==> src/rtl/module_status_recorder_pkg.sv <==
// Shared types and default constants for the ap_ready status recorder.
// The record layout here matches the default parameter set; instances with
// other widths build their own record type with the same field order.
package monitor_pkg;

    localparam int IDX_W     = 4;
    localparam int N_MON_DEF = 10;
    localparam int TS_W_DEF  = 32;
    localparam int CNT_W_DEF = 16;
    localparam int DEPTH_DEF = 16;

    typedef struct packed {
        logic [TS_W_DEF-1:0]  ts;
        logic [N_MON_DEF-1:0] mask;
    } rec_t;

    typedef enum logic [1:0] {
        IDLE  = 2'd0,
        RUN   = 2'd1,
        DRAIN = 2'd2,
        DONE  = 2'd3
    } rec_state_e;

endpackage

==> src/rtl/module_status_recorder_if.sv <==
// Record readout port: the recorder presents the FIFO head, the consumer
// acknowledges with rec_ready.
interface module_status_recorder_if #(
    parameter int N_MON = 10,
    parameter int TS_W  = 32
);
    logic             rec_valid;
    logic             rec_ready;
    logic [TS_W-1:0]  rec_ts;
    logic [N_MON-1:0] rec_mask;

    modport master (
        output rec_valid,
        output rec_ts,
        output rec_mask,
        input  rec_ready
    );

    modport slave (
        input  rec_valid,
        input  rec_ts,
        input  rec_mask,
        output rec_ready
    );
endinterface

==> src/rtl/module_status_recorder_fifo.sv <==
// Synchronous record FIFO with a registered head. Pointers carry one extra
// wrap bit so full and empty are distinguished without a separate count.
// A push while full is accepted when the same cycle also pops.
module status_fifo
    import monitor_pkg::*;
#(
    parameter type rec_type = rec_t,
    parameter int  DEPTH    = DEPTH_DEF
) (
    input  logic    clock,
    input  logic    reset,
    input  logic    push,
    input  logic    pop,
    input  rec_type din,
    output rec_type head,
    output logic    full,
    output logic    empty
);

    localparam int AW = $clog2(DEPTH);

    logic [AW:0] wr_ptr;
    logic [AW:0] rd_ptr;
    logic [AW:0] wr_nxt;
    logic [AW:0] rd_nxt;
    logic        push_ok;
    logic        pop_ok;
    rec_type     mem [DEPTH];

    assign empty   = (wr_ptr == rd_ptr);
    assign full    = (wr_ptr[AW] != rd_ptr[AW]) &&
                     (wr_ptr[AW-1:0] == rd_ptr[AW-1:0]);
    assign pop_ok  = pop && !empty;
    assign push_ok = push && (!full || pop_ok);
    assign wr_nxt  = wr_ptr + (AW+1)'(push_ok);
    assign rd_nxt  = rd_ptr + (AW+1)'(pop_ok);

    // Pointer update; reset discards everything held in the FIFO.
    always_ff @(posedge clock or negedge reset) begin
        if (!reset) begin
            wr_ptr <= '0;
            rd_ptr <= '0;
        end else begin
            wr_ptr <= wr_nxt;
            rd_ptr <= rd_nxt;
        end
    end

    // Storage write; contents need no reset since the pointers gate them.
    always_ff @(posedge clock) begin
        if (push_ok) begin
            mem[wr_ptr[AW-1:0]] <= din;
        end
    end

    // Head register: next head comes from the incoming record when it lands
    // in the slot about to become the head, otherwise from storage; it is
    // zeroed whenever the FIFO will be empty.
    always_ff @(posedge clock or negedge reset) begin
        if (!reset) begin
            head <= '0;
        end else if (wr_nxt == rd_nxt) begin
            head <= '0;
        end else if (push_ok && (wr_ptr[AW-1:0] == rd_nxt[AW-1:0])) begin
            head <= din;
        end else begin
            head <= mem[rd_nxt[AW-1:0]];
        end
    end

endmodule

==> src/rtl/module_status_recorder.sv <==
// ap_ready strobe recorder: timestamps every RUN cycle in which any monitored
// module fires, queues {ts, mask} records for readout, and keeps a
// saturating pulse counter per module readable by index.
module module_status_recorder
    import monitor_pkg::*;
#(
    parameter int N_MON = N_MON_DEF,
    parameter int TS_W  = TS_W_DEF,
    parameter int CNT_W = CNT_W_DEF,
    parameter int DEPTH = DEPTH_DEF
) (
    input  logic                     clock,
    input  logic                     reset,
    input  logic                     finish,
    input  logic [N_MON-1:0]         mon_ready,
    module_status_recorder_if.master rec,
    input  logic [IDX_W-1:0]         cnt_sel,
    output logic [CNT_W-1:0]         cnt_val,
    output logic                     running,
    output logic                     done,
    output logic                     overflow,
    output logic [CNT_W-1:0]         drop_cnt,
    output logic                     ts_wrap
);

    typedef struct packed {
        logic [TS_W-1:0]  ts;
        logic [N_MON-1:0] mask;
    } rec_w_t;

    rec_state_e       state;
    rec_state_e       state_nxt;
    logic [TS_W-1:0]  ts;
    logic             sample;
    logic             push;
    logic             pop;
    logic             drop;
    logic             fifo_full;
    logic             fifo_empty;
    rec_w_t           push_rec;
    rec_w_t           head_rec;
    logic [CNT_W-1:0] cnt     [N_MON];
    logic [CNT_W-1:0] cnt_ext [2**IDX_W];

    function automatic logic [CNT_W-1:0] sat_inc(input logic [CNT_W-1:0] v);
        return (&v) ? v : v + 1'b1;
    endfunction

    assign sample        = (state == RUN);
    assign push          = sample && (|mon_ready);
    assign pop           = rec.rec_valid && rec.rec_ready;
    assign drop          = push && fifo_full && !pop;
    assign push_rec.ts   = ts;
    assign push_rec.mask = mon_ready;

    assign rec.rec_valid = !fifo_empty;
    assign rec.rec_ts    = head_rec.ts;
    assign rec.rec_mask  = head_rec.mask;

    status_fifo #(
        .rec_type (rec_w_t),
        .DEPTH    (DEPTH)
    ) u_fifo (
        .clock (clock),
        .reset (reset),
        .push  (push),
        .pop   (pop),
        .din   (push_rec),
        .head  (head_rec),
        .full  (fifo_full),
        .empty (fifo_empty)
    );

    // FSM state register.
    always_ff @(posedge clock or negedge reset) begin
        if (!reset) begin
            state <= IDLE;
        end else begin
            state <= state_nxt;
        end
    end

    // FSM next state: one IDLE cycle, RUN until finish, drain, then park.
    always_comb begin
        state_nxt = state;
        case (state)
            IDLE:    state_nxt = RUN;
            RUN:     if (finish) state_nxt = DRAIN;
            DRAIN:   if (fifo_empty) state_nxt = DONE;
            DONE:    state_nxt = DONE;
            default: state_nxt = IDLE;
        endcase
    end

    // Registered state flags, aligned with the state register.
    always_ff @(posedge clock or negedge reset) begin
        if (!reset) begin
            running <= 1'b0;
            done    <= 1'b0;
        end else begin
            running <= (state_nxt == RUN);
            done    <= (state_nxt == DONE);
        end
    end

    // Timestamp advances only in RUN; the all-ones to zero step is sticky.
    always_ff @(posedge clock or negedge reset) begin
        if (!reset) begin
            ts      <= '0;
            ts_wrap <= 1'b0;
        end else if (sample) begin
            ts <= ts + 1'b1;
            if (&ts) begin
                ts_wrap <= 1'b1;
            end
        end
    end

    // Per-module pulse counters; they count even when the record is dropped.
    always_ff @(posedge clock or negedge reset) begin
        if (!reset) begin
            for (int i = 0; i < N_MON; i++) begin
                cnt[i] <= '0;
            end
        end else if (push) begin
            for (int i = 0; i < N_MON; i++) begin
                if (mon_ready[i]) begin
                    cnt[i] <= sat_inc(cnt[i]);
                end
            end
        end
    end

    // Drop bookkeeping for records refused by a full FIFO.
    always_ff @(posedge clock or negedge reset) begin
        if (!reset) begin
            overflow <= 1'b0;
            drop_cnt <= '0;
        end else if (drop) begin
            overflow <= 1'b1;
            drop_cnt <= sat_inc(drop_cnt);
        end
    end

    // Counter array padded to the full index range; unused slots read 0.
    always_comb begin
        for (int i = 0; i < 2**IDX_W; i++) begin
            cnt_ext[i] = '0;
        end
        for (int i = 0; i < N_MON; i++) begin
            cnt_ext[i] = cnt[i];
        end
    end

    // Registered counter readback.
    always_ff @(posedge clock or negedge reset) begin
        if (!reset) begin
            cnt_val <= '0;
        end else begin
            cnt_val <= cnt_ext[cnt_sel];
        end
    end

endmodule

==> src/flat_wrapper.sv <==
// flat-port wrapper written by rule: the top's interface ports become plain ports
module module_status_recorder_flat import monitor_pkg::*;
#(
    parameter int N_MON = N_MON_DEF,
    parameter int TS_W  = TS_W_DEF,
    parameter int CNT_W = CNT_W_DEF,
    parameter int DEPTH = DEPTH_DEF
)
  (clock, reset, finish, mon_ready, cnt_sel, cnt_val, running, done, overflow, drop_cnt, ts_wrap, rec_rec_valid, rec_rec_ts, rec_rec_mask, rec_rec_ready);
  module_status_recorder_if #(.N_MON(N_MON), .TS_W(TS_W)) rec_i ();
  input  logic clock;
  input  logic reset;
  input  logic finish;
  input  logic [N_MON-1:0] mon_ready;
  input  logic [IDX_W-1:0] cnt_sel;
  output logic [CNT_W-1:0] cnt_val;
  output logic running;
  output logic done;
  output logic overflow;
  output logic [CNT_W-1:0] drop_cnt;
  output logic ts_wrap;
  output wire logic [$bits(rec_i.rec_valid)-1:0] rec_rec_valid;
  output wire logic [$bits(rec_i.rec_ts)-1:0] rec_rec_ts;
  output wire logic [$bits(rec_i.rec_mask)-1:0] rec_rec_mask;
  input wire logic [$bits(rec_i.rec_ready)-1:0] rec_rec_ready;
  assign rec_rec_valid = rec_i.rec_valid;
  assign rec_rec_ts = rec_i.rec_ts;
  assign rec_rec_mask = rec_i.rec_mask;
  assign rec_i.rec_ready = rec_rec_ready;
  module_status_recorder #(.N_MON(N_MON), .TS_W(TS_W), .CNT_W(CNT_W), .DEPTH(DEPTH)) u_core (.clock(clock), .reset(reset), .finish(finish), .mon_ready(mon_ready), .rec(rec_i), .cnt_sel(cnt_sel), .cnt_val(cnt_val), .running(running), .done(done), .overflow(overflow), .drop_cnt(drop_cnt), .ts_wrap(ts_wrap));
endmodule
==> config.mk <==
export PLATFORM = sky130hd
export DESIGN_NAME = module_status_recorder_flat
export DESIGN_NICKNAME = d
export VERILOG_FILES = /design/src/rtl/module_status_recorder_pkg.sv /design/src/rtl/module_status_recorder_if.sv /design/src/rtl/module_status_recorder_fifo.sv /design/src/rtl/module_status_recorder.sv /design/src/flat_wrapper.sv
export SDC_FILE = /design/constraint.sdc
export NUM_CORES = 1
export LEC_CHECK = 0
export CAP_MARGIN = 25
export CORE_AREA = 2 2 270 378
export CTS_BUF_LIST = sky130_fd_sc_hd__clkbuf_8
export CTS_CLUSTER_SIZE = 24
export DETAILED_ROUTE_END_ITERATION = 10
export DIE_AREA = 0 0 272 380
export PLACE_DENSITY_LB_ADDON = 0.25
export SLEW_MARGIN = 5
export SYNTH_ARGS = -nofsm -noshare
export SYNTH_HDL_FRONTEND = slang
export SYNTH_SLANG_ARGS = --single-unit
export TNS_END_PERCENT = 100
==> constraint.sdc <==
create_clock -name clock -period 14.95 [get_ports clock]
set_input_delay 2.2425 -clock clock [delete_from_list [all_inputs] [get_ports clock]]
set_output_delay 2.2425 -clock clock [all_outputs]
set_load 0.03 [all_outputs]
==> Word-level counts from Yosys, hierarchy flattened <==
Memories as Yosys holds them, arrays and structs flattened.
Index checks and enable logic that the tools add are counted.
{ "classes": {"shifts": 0, "mux": 10, "n_eq_ne": 10, "addsub": 14, "mul": 0, "order_cmp": 1, "div_mod_pow": 0, "n_reduce_logical": 37, "bitwise_logic": 12} }
{ "op_table": {"columns": ["operator", "count"], "rows": [
  ["adder 16 x 1 -> 16 bit (second input constant)", 11],
  ["AND reduction 16 bit", 11],
  ["2-to-1 mux 42 bit", 2],
  ["binary-select mux 16 bit (select 4 bit)", 1],
  ["AND reduction 33 bit", 1],
  ["adder 32 x 1 -> 32 bit (second input constant)", 1],
  ["2-to-1 mux 16 bit", 2],
  ["AND reduction 3 bit", 10],
  ["inverter 1 bit", 11],
  ["adder 5 x 1 -> 5 bit", 2],
  ["== test 5 bit", 2],
  ["OR reduction 10 bit", 1],
  ["== test 4 bit", 2],
  ["logical AND 1 bit", 8],
  ["case mux 2 bit (4 select lines)", 1],
  ["== test 2 bit (second input constant)", 3],
  [">= comparator 5 bit (second input constant)", 1],
  ["inverter 4 -> 5 bit", 1],
  ["== test 2 x 1 -> 1 bit (second input constant)", 2],
  ["2-to-1 mux 2 bit", 2],
  ["zero test 1 bit", 3],
  ["zero test 2 bit", 1],
  ["2-to-1 mux 1 bit", 2],
  ["AND reduction 2 bit", 1],
  ["2 further kinds", 2]
]} }
{ "word_totals": {"output_inout_bits": 79, "n_memories": 1, "rom_bits": 0, "input_bits": 18, "ram_bits": 672, "elab_cells": 107, "ff_bits": 282, "latch_bits": 0} }
{ "mem_list": {"columns": ["memory", "words", "width", "read_ports", "rd_clocked_by_memory_dff", "write_ports", "line", "source"], "rows": [
  ["u_core.u_fifo.mem", 16, 42, 1, 0, 1, "module_status_recorder_fifo.sv:28", "rec_type mem [DEPTH];"]
]} }

==> Longest topological paths before layout <==
Gate-level depths: netlist of run 1.
{ "logic_depth": {"word_depth": 9, "ltp_mapped": 16, "mapped_depth_nobuf": 13} }

==> By module <==
A second synthesis of run 1 with hierarchy kept.
{ "hier_totals": {"cells_unflattened": 2291, "hier_area_um2": 39842.0} }
{ "modules_own_cells": {"columns": ["module", "seq_area_each_um2", "n_inst", "cells_each", "area_per_inst_um2"], "rows": [
  ["status_fifo", 21480.6, 1, 1241, 28174.5],
  ["module_status_recorder", 5755.5, 1, 1050, 11667.4]
]} }

==> Worst setup path after synthesis of run 1 <==
No wires, ideal clock.
{ "synth_timing": {"path_type": "input-to-reg", "from": "input port mon_ready[0]", "to": "memory u_core.u_fifo.mem[0][0] (netlist name), enable pin", "stages": 4, "slack_ns": 8.516, "t_arrival_ns": 5.941, "setup_time_ns": 0.493, "cell_sequence": "or4_1 o41ai_4 or4_1 nor3_1"} }
{ "synth_via": {"elab_chain_cells": 5} }
{ "synth_lines": {"columns": ["element", "line", "source"], "rows": [
  ["start: declaration", "flat_wrapper.sv:14", "input logic [N_MON-1:0] mon_ready;"],
  ["OR reduction 10 bit", "module_status_recorder.sv:50", "assign push = sample && (|mon_ready);"],
  ["logical AND 1 bit", "module_status_recorder.sv:50", null],
  ["logical AND 1 bit", "module_status_recorder_fifo.sv:34", "assign push_ok = push && (!full || pop_ok);"],
  ["2-to-1 mux 1 bit", "module_status_recorder_fifo.sv:51", "if (push_ok) begin"],
  ["2-to-1 mux 1 bit (implied by the code)", "module_status_recorder_fifo.sv:52", "mem[wr_ptr[AW-1:0]] <= din;"],
  ["end: declaration", "module_status_recorder_fifo.sv:28", null]
]} }
Every way passes these cells.

==> Final worst setup path of run 1 <==
{ "layout_timing": {"from": "input port mon_ready[7]", "to": "register u_core.u_fifo.head[20] (netlist name)"} }
{ "layout_via": {"elab_chain_cells": 6} }
{ "layout_lines": {"columns": ["element", "line", "source"], "rows": [
  ["OR reduction 10 bit", "module_status_recorder.sv:50", null],
  ["logical AND 1 bit", "module_status_recorder.sv:50", null],
  ["logical AND 1 bit", "module_status_recorder_fifo.sv:34", null],
  ["adder 5 x 1 -> 5 bit", "module_status_recorder_fifo.sv:35", "assign wr_nxt = wr_ptr + (AW+1)'(push_ok);"],
  ["via u_core.u_fifo.wr_nxt[1]", "module_status_recorder_fifo.sv:24", "logic [AW:0] wr_nxt;"],
  ["== test 5 bit", "module_status_recorder_fifo.sv:62", "end else if (wr_nxt == rd_nxt) begin"],
  ["2-to-1 mux 42 bit", "module_status_recorder_fifo.sv:62", null],
  ["end signal: assignment", "module_status_recorder_fifo.sv:65", "head <= din;"],
  ["end signal: assignment", "module_status_recorder_fifo.sv:67", "head <= mem[rd_nxt[AW-1:0]];"],
  ["end: declaration", "module_status_recorder_fifo.sv:15", "output rec_type head,"]
]} }
The timed path passes the listed nets, and every way through them passes these cells.
A chain may end at the register's enable or synchronous reset.

==> results of run 1 <==
-- cell type report --
type	count	share of cell area
multi-input combinational	1342	0.2652
clock buffer	183	0.05530
tap	1320	0.03626
inverter	21	0.001895
sequential	954	0.5980
antenna	3	0.0001648
clock inverter	97	0.01195
timing repair buffer	144	0.03126
-- Yosys cell counts (all sizes together), types with 7 or more instances --
master,n
and3,27
and2,16
or2,7
mux2i,328
dfrtp,282
a21oi,22
mux4,113
nor3,15
nand2b,11
nand3,73
a221oi,17
buf,55
nor2,75
o2111a,41
nand2,198
o211ai,7
mux2,29
and4,17
xnor2,142
clkbuf,49
nand4,52
ha,15
inv,21
xor2,70
edfxtp,672
-- report_power, final --
| part | internal (µW) | switching [µW] |
|---|---|---|
| Clock | 1190 | 1020 |
| Sequential | 2940 | 138 |
| Combinational | 1110 | 1250 |
| Total | 5240 | 2410 |
-- cell families after synthesis --
kind of cell    after synthesis
buf+inv                     125
compound gates              132
mux                         470
flops                       954
xor+xnor                    213
fa+ha+maj                    15
simple gates                512
-- state kept, by name, summed over array words and instances, names as in the netlist --
signal	flops
u_core.u_fifo.head	42
u_core.overflow	1
u_core.ts_wrap	1
u_core.u_fifo.mem	672
u_core.ts	32
u_core.drop_cnt	16
u_core.u_fifo.wr_ptr	5
u_core.u_fifo.rd_ptr	5
u_core.cnt_val	16
u_core.state	2
u_core.done	1
u_core.running	1
u_core.cnt	160
-- routing by layer --
metal / routed length (µm) / part of all wire / GRT usage / vias up
met5: 16 / 0.00016 / 0 / -
met4: 2964 / 0.030 / 0.07041 / 2
met3: 4441 / 0.045 / 0.03206 / 177
met2: 51130 / 0.52 / 0.3337 / 609
met1: 39160 / 0.40 / 0.2349 / 11390
li1: - / - / - / 9720
-- worst paths after layout --
kind | to | slack (ns) | cells after the start
setup / recovery | u_core.u_fifo.head[20]$_DFF_PN0_ | 8.67 | 13
hold reg to reg | u_core.cnt[44]$_DFFE_PN0P_ | 0.49 | 1
max in group asynchronous | u_core.cnt[4]$_DFFE_PN0P_ | 11.09 | 3
min in group asynchronous | u_core.drop_cnt[14]$_DFFE_PN0P_ | 1.61 | 1
hold / removal | u_core.cnt[44]$_DFFE_PN0P_ | 0.49 | 1
setup reg to reg | u_core.u_fifo.head[39]$_DFF_PN0_ | 9.55 | 13
-- critical path: stages --
cell             delay, ns
clkdlybuf4s50_1       0.76
or4_4                 0.74
o41ai_4               0.61
nor2_1                0.21
ha_1                  0.25
ha_1                  0.31
xor2_1                0.17
a31oi_1               0.19
nand3_1               0.09
a31oi_1               0.16
nand4_1               0.38
buf_4                 0.52
o2111a_1              0.25
-- metrics by stage --
stage / std cells / worst slack [ns] / hold WS, ns / power [µW] / util
2_1_floorplan: 2421 / 8.516 / 0.4416 / 4840 / -
3_3_place_gp: 3772 / 8.002 / 0.4749 / 5447 / 0.4247
3_5_place_dp: 3774 / 7.902 / 0.4790 / 5496 / 0.4251
4_1_cts: 4054 / 8.731 / 0.4905 / 7722 / 0.4558
5_1_grt: 4063 / 8.473 / 0.5059 / 8011 / 0.4573
6_report: 4064 / 8.670 / 0.4902 / 7655 / 0.4573
==> flow_summary_export.csv, run 1 <==
group,metric,value,unit
route,drtAntennaViolNets,0,
synthesis,ys_async_sr_fraction,0.2956,
finish,nFillCells,8578,
clocking,cts_hold_buf,0,
clocking,path_clk_slew,0.06,ns
setup_path,endpoint_kind,"flop",
finish,stdcell_area,45550,µm²
synthesis,synthXorXnorAreaFrac,0.04787,
synthesis,synth_top_cell_area_share,0.5079,
finish,synthToLayoutAreaGrowth,14.64,%
setup_path,path_max_fanout,36,
route,via_per_inst,5.388,
clocking,cts_tree,"built",
clocking,cts-buffers-inserted,150,
synthesis,synth.mux.area_fraction,0.1549,
sta,finalMaxSlewViolations,0,
finish,final_common_cell,"edfxtp_1",
setup_path,crit_path_start,"mon_ready[7]",
synthesis,ys.flop_type,"edfxtp_1",
synthesis,seq_area_frac_synth,0.6855,
clocking,ctsLongestPathBuffers,3,
route,vias,21900,
finish,mostFrequentLayoutCells,"edfxtp_1, mux2i_1, dfrtp_1, nand2_1, clkbuf_8",
setup_path,path_class,"primary input to flop",
setup_path,required,15.61,ns
grt,grt_usage,0.1902,
sta,fin_crit_sh,0.4201,
power_and_ir_drop,p_leak,0.01705,µW
clocking,post_cts_buffers,0,
grt,grt_overflow,0,
sta,tightest_slew,1.198,ns
synthesis,synth_top_family_by_area,"multiplexers",
floorplanning,start_util,0.3989,
clocking,root_buffer,"clkbuf_8",
synthesis,yosys.area_share.simple,0.06229,
grt,grt_pass1_vias,23170,
placement,gp_congestion,0.8292,
hold_path,hold_path_class,"flop to flop",
power_and_ir_drop,vdd_drop_max,135.2,µV
floorplanning,dieArea,103400,µm²
synthesis,syn_area_per_cell,16.41,µm²
synthesis,synth_cell_types,72,
synthesis,yosysWarnings,0,
finish,drive_gt1_frac,0.1602,
floorplanning,num_io_pins,97,
placement,dpl.hpwl,56060,µm
hold_path,hp-start,"u_core.cnt[44]$_DFFE_PN0P_",
outcome,outcome,"completed",
setup_path,timing.rr.start,"u_core.u_fifo.wr_ptr[2]$_DFF_PN0_",
synthesis,syn_nets,2454,
power_and_ir_drop,power.density,168.1,nW/µm²
clocking,cts_max_level,4,
clocking,clkLatencyLatePin,0.80,ns
synthesis,synth_adder_area_share,0.004724,
synthesis,synthCells,2421,
synthesis,synth-edff-count,672,
finish,multi_input_area,12080,µm²
floorplanning,core,99590,µm²
floorplanning,die_w,272,µm
synthesis,netlist_top_cells_area,"edfxtp_1, dfrtp_1, mux2i_1",
sta,setup_tns,0,ns
synthesis,ys_ff_latch,954,
placement,placed_area,42340,µm²
route,first_pass_iters,7,
sta,fin_skew,0.03894,ns
placement,io_buffers,96,
flow_run,drv_cap,0,
route,drc,0,
synthesis,syn_area,39730,µm²
grt,grt_max_degree,138,
route,first_iter_violations,1637,
finish,ff_latch_area,27240,µm²
sta,max_freq,159.2,MHz
sta,max-slew-margin-rel,0.2011,
sta,hold_viol,0,
route,finalWirelength,97710,µm
sta,rsz0062_at_grt,"false",
clocking,cts_sinks,954,
synthesis,synth_top_area_cell,"edfxtp_1",
clocking,cts_resized,0,
grt,antenna_found_initial,2,
route,drt-wirelength-per-cell,24.04,µm
floorplanning,die_h,380,µm
grt,grt_pass1_wl,146500,µm
synthesis,synth-compound-area-share,0.03061,
sta,finalCriticalPeriod,6.280,ns
sta,report.final.setup_viol,0,
finish,final_nets,2646,
setup_path,critPathLaunchType,"primary input",
setup_path,crit_arrival,6.94,ns
floorplanning,rows,137,
No activity file was read; power rests on OpenSTA's default activity.
==> run 2, diff against run 1 <==
clock period = 5.2 ns   (was 14.95 ns; I/O delays follow)
==> run 2 against run 1 <==
Net effect: critical path depth unchanged; cell count up 0.44%; highest routed layer is now met4; first-iteration DRC count down 9.4%; cell area up 0.26%; routed wire length down 1.4%; global-route usage down 0.19 points.
==> flow_summary_export.csv, run 2 (synthesis gave the netlist of run 1 again) <==
group,metric,value,unit
sta,tightest_slew,0.9875,ns
finish,drive_gt1_frac,0.1662,
route,first_pass_iters,8,
sta,finalMaxSlewViolations,0,
floorplanning,dieArea,103400,µm²
floorplanning,die_h,380,µm
grt,grt_overflow,0,
sta,report.final.setup_viol,0,
floorplanning,die_w,272,µm
clocking,ctsLongestPathBuffers,3,
grt,grt_usage,0.1883,
setup_path,required,5.96,ns
grt,grt_pass1_wl,144400,µm
setup_path,endpoint_kind,"flop",
hold_path,hold_path_class,"flop to flop",
floorplanning,num_io_pins,97,
route,drt-wirelength-per-cell,23.61,µm
flow_run,drv_cap,0,
clocking,path_clk_slew,0.07,ns
finish,mostFrequentLayoutCells,"edfxtp_1, mux2i_1, dfrtp_1, nand2_1, clkbuf_8",
setup_path,path_max_fanout,56,
placement,dpl.cell_count,3804,
floorplanning,rows,137,
route,first_iter_violations,1483,
power_and_ir_drop,power.total,21820,µW
sta,max-slew-margin-rel,0.3409,
clocking,cts_max_level,4,
power_and_ir_drop,p_leak,0.01712,µW
clocking,cts-buffers-inserted,147,
setup_path,critPathLaunchType,"flop",
clocking,cts_sinks,954,
sta,fin_skew,0.03382,ns
finish,largest_register_ffs,672,
placement,io_buffers,96,
floorplanning,start_util,0.3989,
sta,fin_crit_sh,0.8633,
placement,gp_congestion,0.8323,
power_and_ir_drop,power.density,477.7,nW/µm²
route,vias,22040,
clocking,post_cts_buffers,0,
route,via_per_inst,5.399,
route,drtAntennaViolNets,0,
sta,finalCriticalPeriod,4.489,ns
outcome,outcome,"completed",
sta,hold_viol,0,
sta,max_freq,222.8,MHz
finish,final_nets,2669,
setup_path,crit_arrival,5.25,ns
finish,synthToLayoutAreaGrowth,14.94,%
route,finalWirelength,96370,µm
floorplanning,core,99590,µm²
grt,grt_max_degree,130,
finish,final_common_cell,"edfxtp_1",
clocking,root_buffer,"clkbuf_8",
sta,rsz0062_at_grt,"false",
clocking,cts_tree,"built",
grt,antenna_found_initial,1,
power_and_ir_drop,vdd_drop_max,579.4,µV
sta,setup_tns,0,ns
clocking,clkLatencyLatePin,0.84,ns
setup_path,path_class,"flop to flop",
grt,grt_pass1_vias,23010,
placement,dpl.hpwl,58420,µm
route,drc,0,
finish,final_cells,4082,
[run 2: cell types whose count changed in the layout (fill, tap and decap cells not counted), moves of 3 or more]
cell | before | now
buf_4 | 40 | 60
inv_8 | 2 | 5
clkinv_2 | 10 | 13
clkinv_1 | 17 | 20
buf_12 | 1 | 12
buf_16 | 4 | 0
clkbuf_8 | 183 | 170
inv_1 | 76 | 72
[run 2: power by group]
group          total [µW]  internal (µW)  switching (µW)
combinational        6790           3210            3580
sequential           8850           8460             394
clock                6170           3220            2950
[run 2: final cells by class]
type                            instances  area [µm²]
Antenna cell                            1       2.502
Sequential cell                       954       27240
Clock buffer                          170        2340
Multi-Input combinational cell       1342       12080
Timing Repair Buffer                  170        1672
Tap cell                             1320        1652
Inverter                               21       86.33
Fill cell                            8565       53930
Clock inverter                        104       601.8
[run 2: repair_timing]
action,4_1_cts,5_1_grt
endpoints found under the hold margin,12,0
gates resized for setup,0,0
hold buffers,1,0
[run 2: path summary, 6_finish.rpt]
path,slack (ns),start,cells past startpoint,endpoint
setup / recovery,0.71,u_core.u_fifo.wr_ptr[3]$_DFF_PN0_,13,u_core.u_fifo.head[25]$_DFF_PN0_
hold / removal,0.47,u_core.overflow$_DFFE_PN0P_,1,u_core.overflow$_DFFE_PN0P_
setup reg to reg,0.71,u_core.u_fifo.wr_ptr[3]$_DFF_PN0_,13,u_core.u_fifo.head[25]$_DFF_PN0_
hold reg to reg,0.47,u_core.overflow$_DFFE_PN0P_,1,u_core.overflow$_DFFE_PN0P_
max in group asynchronous,3.26,reset,3,u_core.cnt[15]$_DFFE_PN0P_
min in group asynchronous,0.60,reset,2,u_core.drop_cnt[8]$_DFFE_PN0P_
[run 2: metal layers]
layer  vias up  part of all wire  track usage
li1       9751                 -            -
met1     11430              0.40       0.2261
met2       633              0.52       0.3255
met3       222             0.049      0.03913
met4         0             0.039      0.08374
met5         -                 0            0
[run 2: critical path: stages, from the launching register on]
cell      delay, ns
dfrtp_1        0.59
xnor2_1        0.42
nand4_2        0.40
nor2_2         0.23
nor2_1         0.09
ha_4           0.18
xnor2_1        0.66
inv_8          0.41
xnor2_1        0.24
nand3_1        0.11
a31oi_1        0.05
nand4_1        0.14
buf_4          0.55
o2111a_1       0.31
[run 2: metrics by stage]
stage,hold WS (ns),area [µm²],setup WS (ns),utilization
after floorplan,0.4416,39730,0.2283,-
after CTS,0.4166,45640,0.7241,0.4583
after global routing,0.4444,45670,0.4909,0.4585
final,0.4709,45670,0.7111,0.4585
after global placement,0.4590,42690,0.5889,0.4286
after detailed placement,0.4609,42690,0.6321,0.4286
